File: src/rtl/rst_req_gen.sv
// rst_req_gen: turns button, software and PLL-loss causes into a stretched, rate-limited reset request
module rst_req_gen #(
    parameter int DEBOUNCE_CYCLES = 200000,
    parameter int PULSE_CYCLES    = 64,
    parameter int HOLDOFF_CYCLES  = 1024,
    parameter int CNT_WIDTH       = 20
) (
    input  logic       clk_in,
    input  logic       rst_in,
    input  logic       btn_n_in,
    input  logic       sw_req_in,
    input  logic       pll_locked_in,
    output logic       rst_req_out,
    output logic       busy_out,
    output logic [2:0] cause_out,
    output logic [7:0] req_cnt_out
);
    typedef enum logic [1:0] {IDLE, ASSERT, HOLDOFF} state_t;
    state_t state, state_nx;
    logic btn_s1, btn_s2, btn_deb, lk_s1, lk_s2, lk_s3, lock_armed;
    logic btn_evt, lock_evt, deb_done, pulse_end, hold_end;
    logic [CNT_WIDTH-1:0] deb_cnt, timer, timer_nx;
    logic [2:0] evt, pending, pending_nx, cause_nx;
    logic [7:0] cnt_nx, cnt_inc;

    assign deb_done  = (btn_s2 != btn_deb) && (deb_cnt == CNT_WIDTH'(DEBOUNCE_CYCLES - 1));
    assign btn_evt   = deb_done & ~btn_s2;
    assign lock_evt  = lk_s3 & ~lk_s2 & lock_armed;
    assign evt       = {lock_evt, sw_req_in, btn_evt};
    assign pulse_end = timer == CNT_WIDTH'(PULSE_CYCLES - 1);
    assign hold_end  = timer == CNT_WIDTH'(HOLDOFF_CYCLES - 1);
    assign cnt_inc   = req_cnt_out + {7'd0, req_cnt_out != 8'hff};
    assign busy_out  = state != IDLE;

    // two-flop synchronisers; lock_armed remembers that lock was ever seen
    always_ff @(posedge clk_in or posedge rst_in) begin
        if (rst_in) begin
            btn_s1     <= 1'b1;
            btn_s2     <= 1'b1;
            lk_s1      <= 1'b0;
            lk_s2      <= 1'b0;
            lk_s3      <= 1'b0;
            lock_armed <= 1'b0;
        end else begin
            btn_s1     <= btn_n_in;
            btn_s2     <= btn_s1;
            lk_s1      <= pll_locked_in;
            lk_s2      <= lk_s1;
            lk_s3      <= lk_s2;
            lock_armed <= lock_armed | lk_s2;
        end
    end

    // debounce: accept a new button level after enough consecutive mismatching cycles
    always_ff @(posedge clk_in or posedge rst_in) begin
        if (rst_in) begin
            btn_deb <= 1'b1;
            deb_cnt <= '0;
        end else begin
            btn_deb <= deb_done ? btn_s2 : btn_deb;
            deb_cnt <= (btn_s2 == btn_deb || deb_done) ? '0 : deb_cnt + 1'b1;
        end
    end

    // request FSM next state: pulse, then holdoff collecting causes that arrive meanwhile
    always_comb begin
        state_nx   = state;
        timer_nx   = '0;
        cause_nx   = cause_out;
        pending_nx = pending;
        cnt_nx     = req_cnt_out;
        case (state)
            IDLE: begin
                if (|evt) begin
                    state_nx = ASSERT;
                    cause_nx = evt;
                    cnt_nx   = cnt_inc;
                end
            end
            ASSERT: begin
                cause_nx = cause_out | evt;
                state_nx = pulse_end ? HOLDOFF : ASSERT;
                timer_nx = pulse_end ? '0 : timer + 1'b1;
            end
            HOLDOFF: begin
                if (hold_end) begin
                    pending_nx = '0;
                    if (|(pending | evt)) begin
                        state_nx = ASSERT;
                        cause_nx = pending | evt;
                        cnt_nx   = cnt_inc;
                    end else begin
                        state_nx = IDLE;
                    end
                end else begin
                    timer_nx   = timer + 1'b1;
                    pending_nx = pending | evt;
                end
            end
            default: state_nx = IDLE;
        endcase
    end

    // FSM and status registers; the request output is registered from the next state
    always_ff @(posedge clk_in or posedge rst_in) begin
        if (rst_in) begin
            state       <= IDLE;
            timer       <= '0;
            cause_out   <= '0;
            pending     <= '0;
            req_cnt_out <= '0;
            rst_req_out <= 1'b0;
        end else begin
            state       <= state_nx;
            timer       <= timer_nx;
            cause_out   <= cause_nx;
            pending     <= pending_nx;
            req_cnt_out <= cnt_nx;
            rst_req_out <= state_nx == ASSERT;
        end
    end
endmodule

File: config.mk
export PLATFORM = sky130hd
export DESIGN_NAME = rst_req_gen
export DESIGN_NICKNAME = d
export VERILOG_FILES = /design/src/rtl/rst_req_gen.sv
export SDC_FILE = /design/constraint.sdc
export NUM_CORES = 1
export LEC_CHECK = 0
export BUFFER_PORTS_ARGS = -buffer_cell sky130_fd_sc_hd__buf_4
export CORE_AREA = 8 8 84 86
export CTS_BUF_LIST = sky130_fd_sc_hd__clkbuf_2
export DETAILED_ROUTE_END_ITERATION = 10
export DIE_AREA = 0 0 92 94
export PLACE_DENSITY = 0.88
export SKIP_LAST_GASP = 1
export SLEW_MARGIN = 20
export SYNTH_ARGS = -nofsm -noshare
export SYNTH_HDL_FRONTEND = slang
export SYNTH_SLANG_ARGS = --single-unit
File: constraint.sdc
create_clock -name clk_in -period 2.3 [get_ports clk_in]
set_clock_uncertainty 0.2 [all_clocks]
set_input_delay 0 -clock clk_in [delete_from_list [all_inputs] [get_ports clk_in]]
set_output_delay 0 -clock clk_in [all_outputs]
set_load 0.03 [all_outputs]
Word level (Yosys, flattened, before mapping) --
Index checks and enable logic that the tools add are counted.
Word-level totals: bits in registers 64, word-level logic and storage cells 65
Operators by class: add/subtract/negate cells 3, equal/unequal tests 12, multiplexer cells 18, bitwise logic cells 8, reduce and logical (&&, ||, !) cells 10
Operators with widths (number):
- 20-bit 2-to-1 mux | 3
- 20-bit by 1-bit adder with 20-bit output (second input constant) | 2
- 20-bit one-hot mux with 2 select lines | 1
- 8-bit 2-to-1 mux | 3
- 20-bit by 10-bit equality test with 1-bit output (second input constant) | 1
- 20-bit by 18-bit equality test with 1-bit output (second input constant) | 1
- 20-bit by 6-bit equality test with 1-bit output (second input constant) | 1
- 8-bit one-hot mux with 2 select lines | 1
- 3-bit 2-to-1 mux | 4
- 3-bit one-hot mux with 3 select lines | 1
- 8-bit by 1-bit adder with 8-bit output | 1
- 8-bit != test (second input constant) | 1
- 4-bit AND reduction | 2
- 2-bit 2-to-1 mux | 3
- 2-bit != test (second input constant) | 3
- 3-bit OR | 2
- 2-bit one-hot mux with 3 select lines | 1
- 3-bit OR reduction | 2
- 2-bit by 1-bit equality test with 1-bit output (second input constant) | 2
- 2-bit nonzero test | 2
- 1-bit bitwise AND | 3
- 3-bit nonzero test | 1
- 2-bit equality test (second input constant) | 1
- 2-bit logical NOT | 1
- 7 further kinds | 8

Logic depth before layout (Yosys ltp) --
depth in word-level cells 9, gate-level depth with buffers 8, depth with buffers taken out 8

Worst setup path after synthesis --
Ideal clock, no wire load.
path kind register to register, start point register deb_cnt[0], end point register req_cnt_out[0], data arrival time 1.986 ns, data required time 1.975 ns, setup slack -0.011 ns, stages on the path, launching flop included 8, path buffers 0, cells stage by stage dfrtp_1 -> ha_1 -> nand3_2 -> or4_4 -> o21ai_2 -> o21ai_4 -> and2_2 -> mux2_2
Between the ends: longest elaborated chain between the ends 7
RTL lines:
- start: declaration | RTL line 22 | logic [CNT_WIDTH-1:0] deb_cnt, timer, timer_nx;
- start signal: assignment | RTL line 61 | deb_cnt <= (btn_s2 == btn_deb || deb_done) ? '0 : deb_cnt + 1'b1;
- 20-bit by 18-bit equality test with 1-bit output (*) | RTL line 26 | assign deb_done = (btn_s2 != btn_deb) && (deb_cnt == CNT_WIDTH'(DEBOUNCE_CYCLES - 1));
- 1-bit logical AND (*) | RTL line 26
- 1-bit bitwise AND (*) | RTL line 27 | assign btn_evt = deb_done & ~btn_s2;
- 3-bit OR | RTL line 88 | if (|(pending | evt)) begin
- 3-bit OR reduction | RTL line 88
- 2-bit != test (no line)
- 4-bit AND reduction (no line) (*)
- end signal: assignment | RTL line 118 | req_cnt_out <= cnt_nx;
- end: declaration | RTL line 16 | output logic [7:0] req_cnt_out
Every way passes the cells marked *; elsewhere a longest branch is shown, timed or not. A chain may end at the register's enable or synchronous reset.

Final worst setup path --
start point register timer[15], end point register timer[14]
Between the ends: longest elaborated chain between the ends 3
RTL lines:
- start: declaration | RTL line 22
- start signal: assignment | RTL line 115 | timer <= timer_nx;
- 20-bit by 10-bit equality test with 1-bit output / 20-bit by 6-bit equality test with 1-bit output (equally long branches) | RTL line 31, 30
- 20-bit 2-to-1 mux (on tied branches) | RTL line 86, 83
- 20-bit one-hot mux with 2 select lines (*) | RTL line 72 | case (state)
- named net timer_nx[14] | RTL line 22
Mark *: on every way through the listed nets, which the timed path passes. The rest lies on a longest branch.

==> out/results.tsv <==
stage	metric	value	unit
layout	instances_no_fill	446	
cts	worstSkewPairLatency	0.51	ns
power_and_ir_drop	leakage	0.00173	uW
worst_setup_path	cp_slowest_cell	or4_4	
logic_synthesis	ys_seq_area_share	51.2	%
power_and_ir_drop	p_total	1860	uW
cts	tritoncts	built	
global_routing	grt_max_degree	35	
global_routing	grt_pass1_wl	10.6	mm
power_and_ir_drop	swShare	23.8	%
worst_setup_path	cp_slowest_stage_delay	0.53	ns
detailed_routing	first_pass_iters	4	
cts	cts_buffer_depth	2	
worst_setup_path	critical_path_class	flop to flop	
detailed_routing	vias_per_cell	5.41	
detailed_routing	met3_length	239	um
logic_synthesis	synth_cell_types	43	
layout	fin_util	68.9	%
cts	cts_num_sinks	64	
layout	fin_nets	380	
min_path	hold_end	pending[1]$_DFFE_PP0P_	
worst_setup_path	crit_buf_inv	2	
global_routing	grt_antenna_before_repair	0	
floorplan	die_w	92	um
worst_setup_path	cp_top_family	simple AND/OR/NAND/NOR gates	
logic_synthesis	synth-async-reset-ratio	100	%
worst_setup_path	r2r_start	timer[15]$_DFF_PP0_	
sta	slew_headroom	57.3	%
logic_synthesis	ys.flop_type	dfrtp_1	
worst_setup_path	start_kind	flop	
min_path	min_path_type	primary input to flop	
detailed_routing	vias	2413	
place	port_buffers	17	
status	outcome	finished, violations left	
cts	cts.clk_slew.worst_paths	0.17	ns
sta	whs	0.172	ns
logic_synthesis	synth_cells	304	
power_and_ir_drop	irDropWorstVdd	0.000386	V
worst_setup_path	cp_cell_sequence	or4_4 > nor4_4 > buf_4 > nand3_4 > a21o_1 > nand2_4 > clkbuf_16 > nor2_4	
sta	finalCritPeriodShare	103	%
logic_synthesis	postSynthAreaPerCell	10.3	um^2
min_path	min-delay-start	sw_req_in	
floorplan	rows	28	
worst_setup_path	reg2reg_setup_slack	-0.07	ns
worst_setup_path	reg2reg_depth	8	
sta	max_freq	0.422	GHz
sta	drv_slew	0	
power_and_ir_drop	switchingPower	443	uW
status	violations	negative setup slack	
power_and_ir_drop	power_frac_seq	61.3	%
cts	cts_root_buf	clkbuf_2	
logic_synthesis	synth_edf_count	0	
floorplan	die_area	8650	um^2
worst_setup_path	endpoint_kind	flop	
detailed_routing	drt-total-wl	6.72	mm
global_routing	grt_pass1_vias	2398	
run	max_cap_violations	0	
floorplan	core_area	5750	um^2
worst_setup_path	crit_arrival	2.58	ns
sta	setup_viol	27	
layout	syn_to_final_growth	26.2	%
worst_setup_path	crit_required	2.51	ns
power_and_ir_drop	power_density	470	nW/um^2
layout	layout-drive-gt1-share	28.8	%
logic_synthesis	yosysWarnings	0	
sta	rsz0062_at_grt	true	
sta	timing.setup.tns	-0.909	ns
place	hpwlAfterDp	4.41	mm
power_and_ir_drop	pwr-share-comb	3.9	%
layout	antenna_cells	0	
min_path	hold_depth	4	
logic_synthesis	syn_area	3140	um^2
detailed_routing	wire_per_inst	15.1	um
sta	layout_setup_ws	-0.0706	ns
global_routing	grt_usage	15.3	%
sta	tightestPinTransition	0.639	ns
cts	cts_htree_levels	3	
worst_setup_path	crit_path_max_fanout	5	
global_routing	grt_overflow	0	
power_and_ir_drop	p_int	1420	uW
logic_synthesis	synth_fp_nets	318	
detailed_routing	drt-met1-wl	2.75	mm
detailed_routing	wl_met2	3.60	mm
worst_setup_path	timing.rr.end	timer[14]$_DFF_PP0_	
power_and_ir_drop	power.share.clock	34.7	%
detailed_routing	drt-initial-drc-count	159	
logic_synthesis	ys_ff_latch	64	
floorplan	ios	18	
detailed_routing	antenna_left	0	
detailed_routing	route.detailed.drc	0	
layout	fillCellCount	397	
floorplan	die_height	94	um
place	gp_congestion	0.849	
sta	final_hold_viol_count	0	
place	dp.cells	417	
sta	timing.final.crit_period	2.37	ns
cts	cts_made_buffers	9	
floorplan	initial_utilization	54.6	%
detailed_routing	dr.max_layer_used	met4	
## area by class of cell
type	count	area, um^2	share of cell area, %
clock inverters	5	47.5	1.20
well taps	75	93.8	2.37
flip-flops and latches	64	1610	40.5
inverters	10	37.5	0.948
multi-input cells	226	1630	41.1
clock buffers	11	55.1	1.39
repair buffers	55	494	12.5
## power by group through the flow
stage / clock network (uW) / logic (uW) / registers, uW
CTS: 649 / 74.3 / 1140
global route: 701 / 82.9 / 1140
finish: 646 / 72.7 / 1140
global placement: 0 / 63.1 / 1160
floorplan: 0 / 34.4 / 1160
detailed placement: 0 / 64.6 / 1160
## metal layers
metal / vias up / track usage (%)
li1: 1165 / -
met1: 1192 / 17.3
met2: 43 / 26.0
met3: 13 / 4.08
met4: 0 / 8.32
met5: - / 0
## registers in the layout, summed over array words and instances (netlist names)
register / cells
state: 2
pending: 3
lock_armed: 1
btn_s1: 1
btn_s2: 1
timer: 20
lk_s2: 1
cause_out: 3
deb_cnt: 20
lk_s3: 1
lk_s1: 1
req_cnt_out: 8
rst_req_out: 1
btn_deb: 1
## cells in the final DEF, fill, tap and decap left out, types with 2 or more instances in the layout
cell	synthesis	routed
nor3_1	5	5
clkinv_2	0	2
buf_12	0	2
nand4_1	7	7
a21oi_1	14	14
clkbuf_2	0	11
buf_4	0	43
or4_4	2	2
o21ai_4	1	3
nor2b_1	2	2
nor2_4	0	11
dlygate4sd3_1	0	7
a211oi_1	3	3
clkinv_1	0	2
nor4_1	4	3
xor2_1	22	22
dfrtp_1	61	61
xnor2_1	21	21
nor2_2	0	7
nand3b_1	3	3
o22ai_1	3	3
or2_2	2	2
and3_1	11	11
dfstp_2	3	3
mux2_2	6	6
and2_1	2	2
o21ai_0	4	4
clkbuf_16	0	2
inv_1	10	9
nand3_1	17	16
nor2_1	55	37
ha_1	9	8
nand2_1	15	14
## kinds of logic after synthesis
logic type / synth area share (%)
AOI/OAI and AO/OA: 7.06
xor gates and xnor gates: 12.0
adders and majority gates: 3.59
buffers and inverters: 1.79
DFF: 51.2
muxes: 2.15
and+or+nand+nor: 22.2
## through the flow
| step | instance area [um^2] | setup WS, ns |
|---|---|---|
| floorplan | 3160 | 0.00217 |
| global placement | 3580 | 0.0109 |
| detailed placement | 3580 | -0.0506 |
| CTS | 3760 | -0.0272 |
| global route | 3960 | -0.128 |
| finish | 3960 | -0.0706 |
## Yosys cell counts, types with 4 or more instances
cell type / number / share of area (%)
nor4_1: 4 / 0.80
dfrtp_1: 61 / 49
nand3_1: 17 / 2.7
inv_1: 10 / 1.2
xnor2_1: 21 / 5.9
nand4_1: 7 / 1.4
xor2_1: 22 / 6.1
o21ai_0: 4 / 0.64
nor3_1: 5 / 0.80
nand2_1: 15 / 1.8
mux2_2: 6 / 2.2
nor2_1: 55 / 6.6
and3_1: 11 / 2.2
a21oi_1: 14 / 2.2
ha_1: 9 / 3.6
## worst register-to-register path, cell delays in order, from the launching register on
cell and delay, ns:
dfrtp_1 0.43, or4_4 0.53, nor4_4 0.29, buf_4 0.18, nand3_4 0.07, a21o_1 0.20, nand2_4 0.13, clkbuf_16 0.19
nor2_4 0.03
## what timing repair did
item	4_1_cts	5_1_grt
endpoints found under the hold margin	75	0
hold buffers	7	0
buffers inserted	1	2
endpoints found under the setup margin	8	30
cloned	0	3
gates resized for setup	2	34
pin swaps	2	17
## worst max-delay path by stage
stage | cells past startpoint | to | slack [ns] | from
6_report | 8 | timer[14]$_DFF_PP0_ | -0.07 | timer[15]$_DFF_PP0_
2_1_floorplan | 7 | req_cnt_out[0]$_DFFE_PP0P_ | 0.002 | deb_cnt[0]$_DFF_PP0_
3_3_place_gp | 6 | cause_out[2]$_DFFE_PP0P_ | 0.01 | timer[14]$_DFF_PP0_
4_1_cts | 6 | req_cnt_out[7]$_DFFE_PP0P_ | -0.03 | timer[14]$_DFF_PP0_
3_5_place_dp | 6 | cause_out[0]$_DFFE_PP0P_ | -0.05 | timer[14]$_DFF_PP0_
5_1_grt | 6 | req_cnt_out[6]$_DFFE_PP0P_ | -0.13 | timer[14]$_DFF_PP0_
Note: power is estimated with default switching activity, not from simulation.
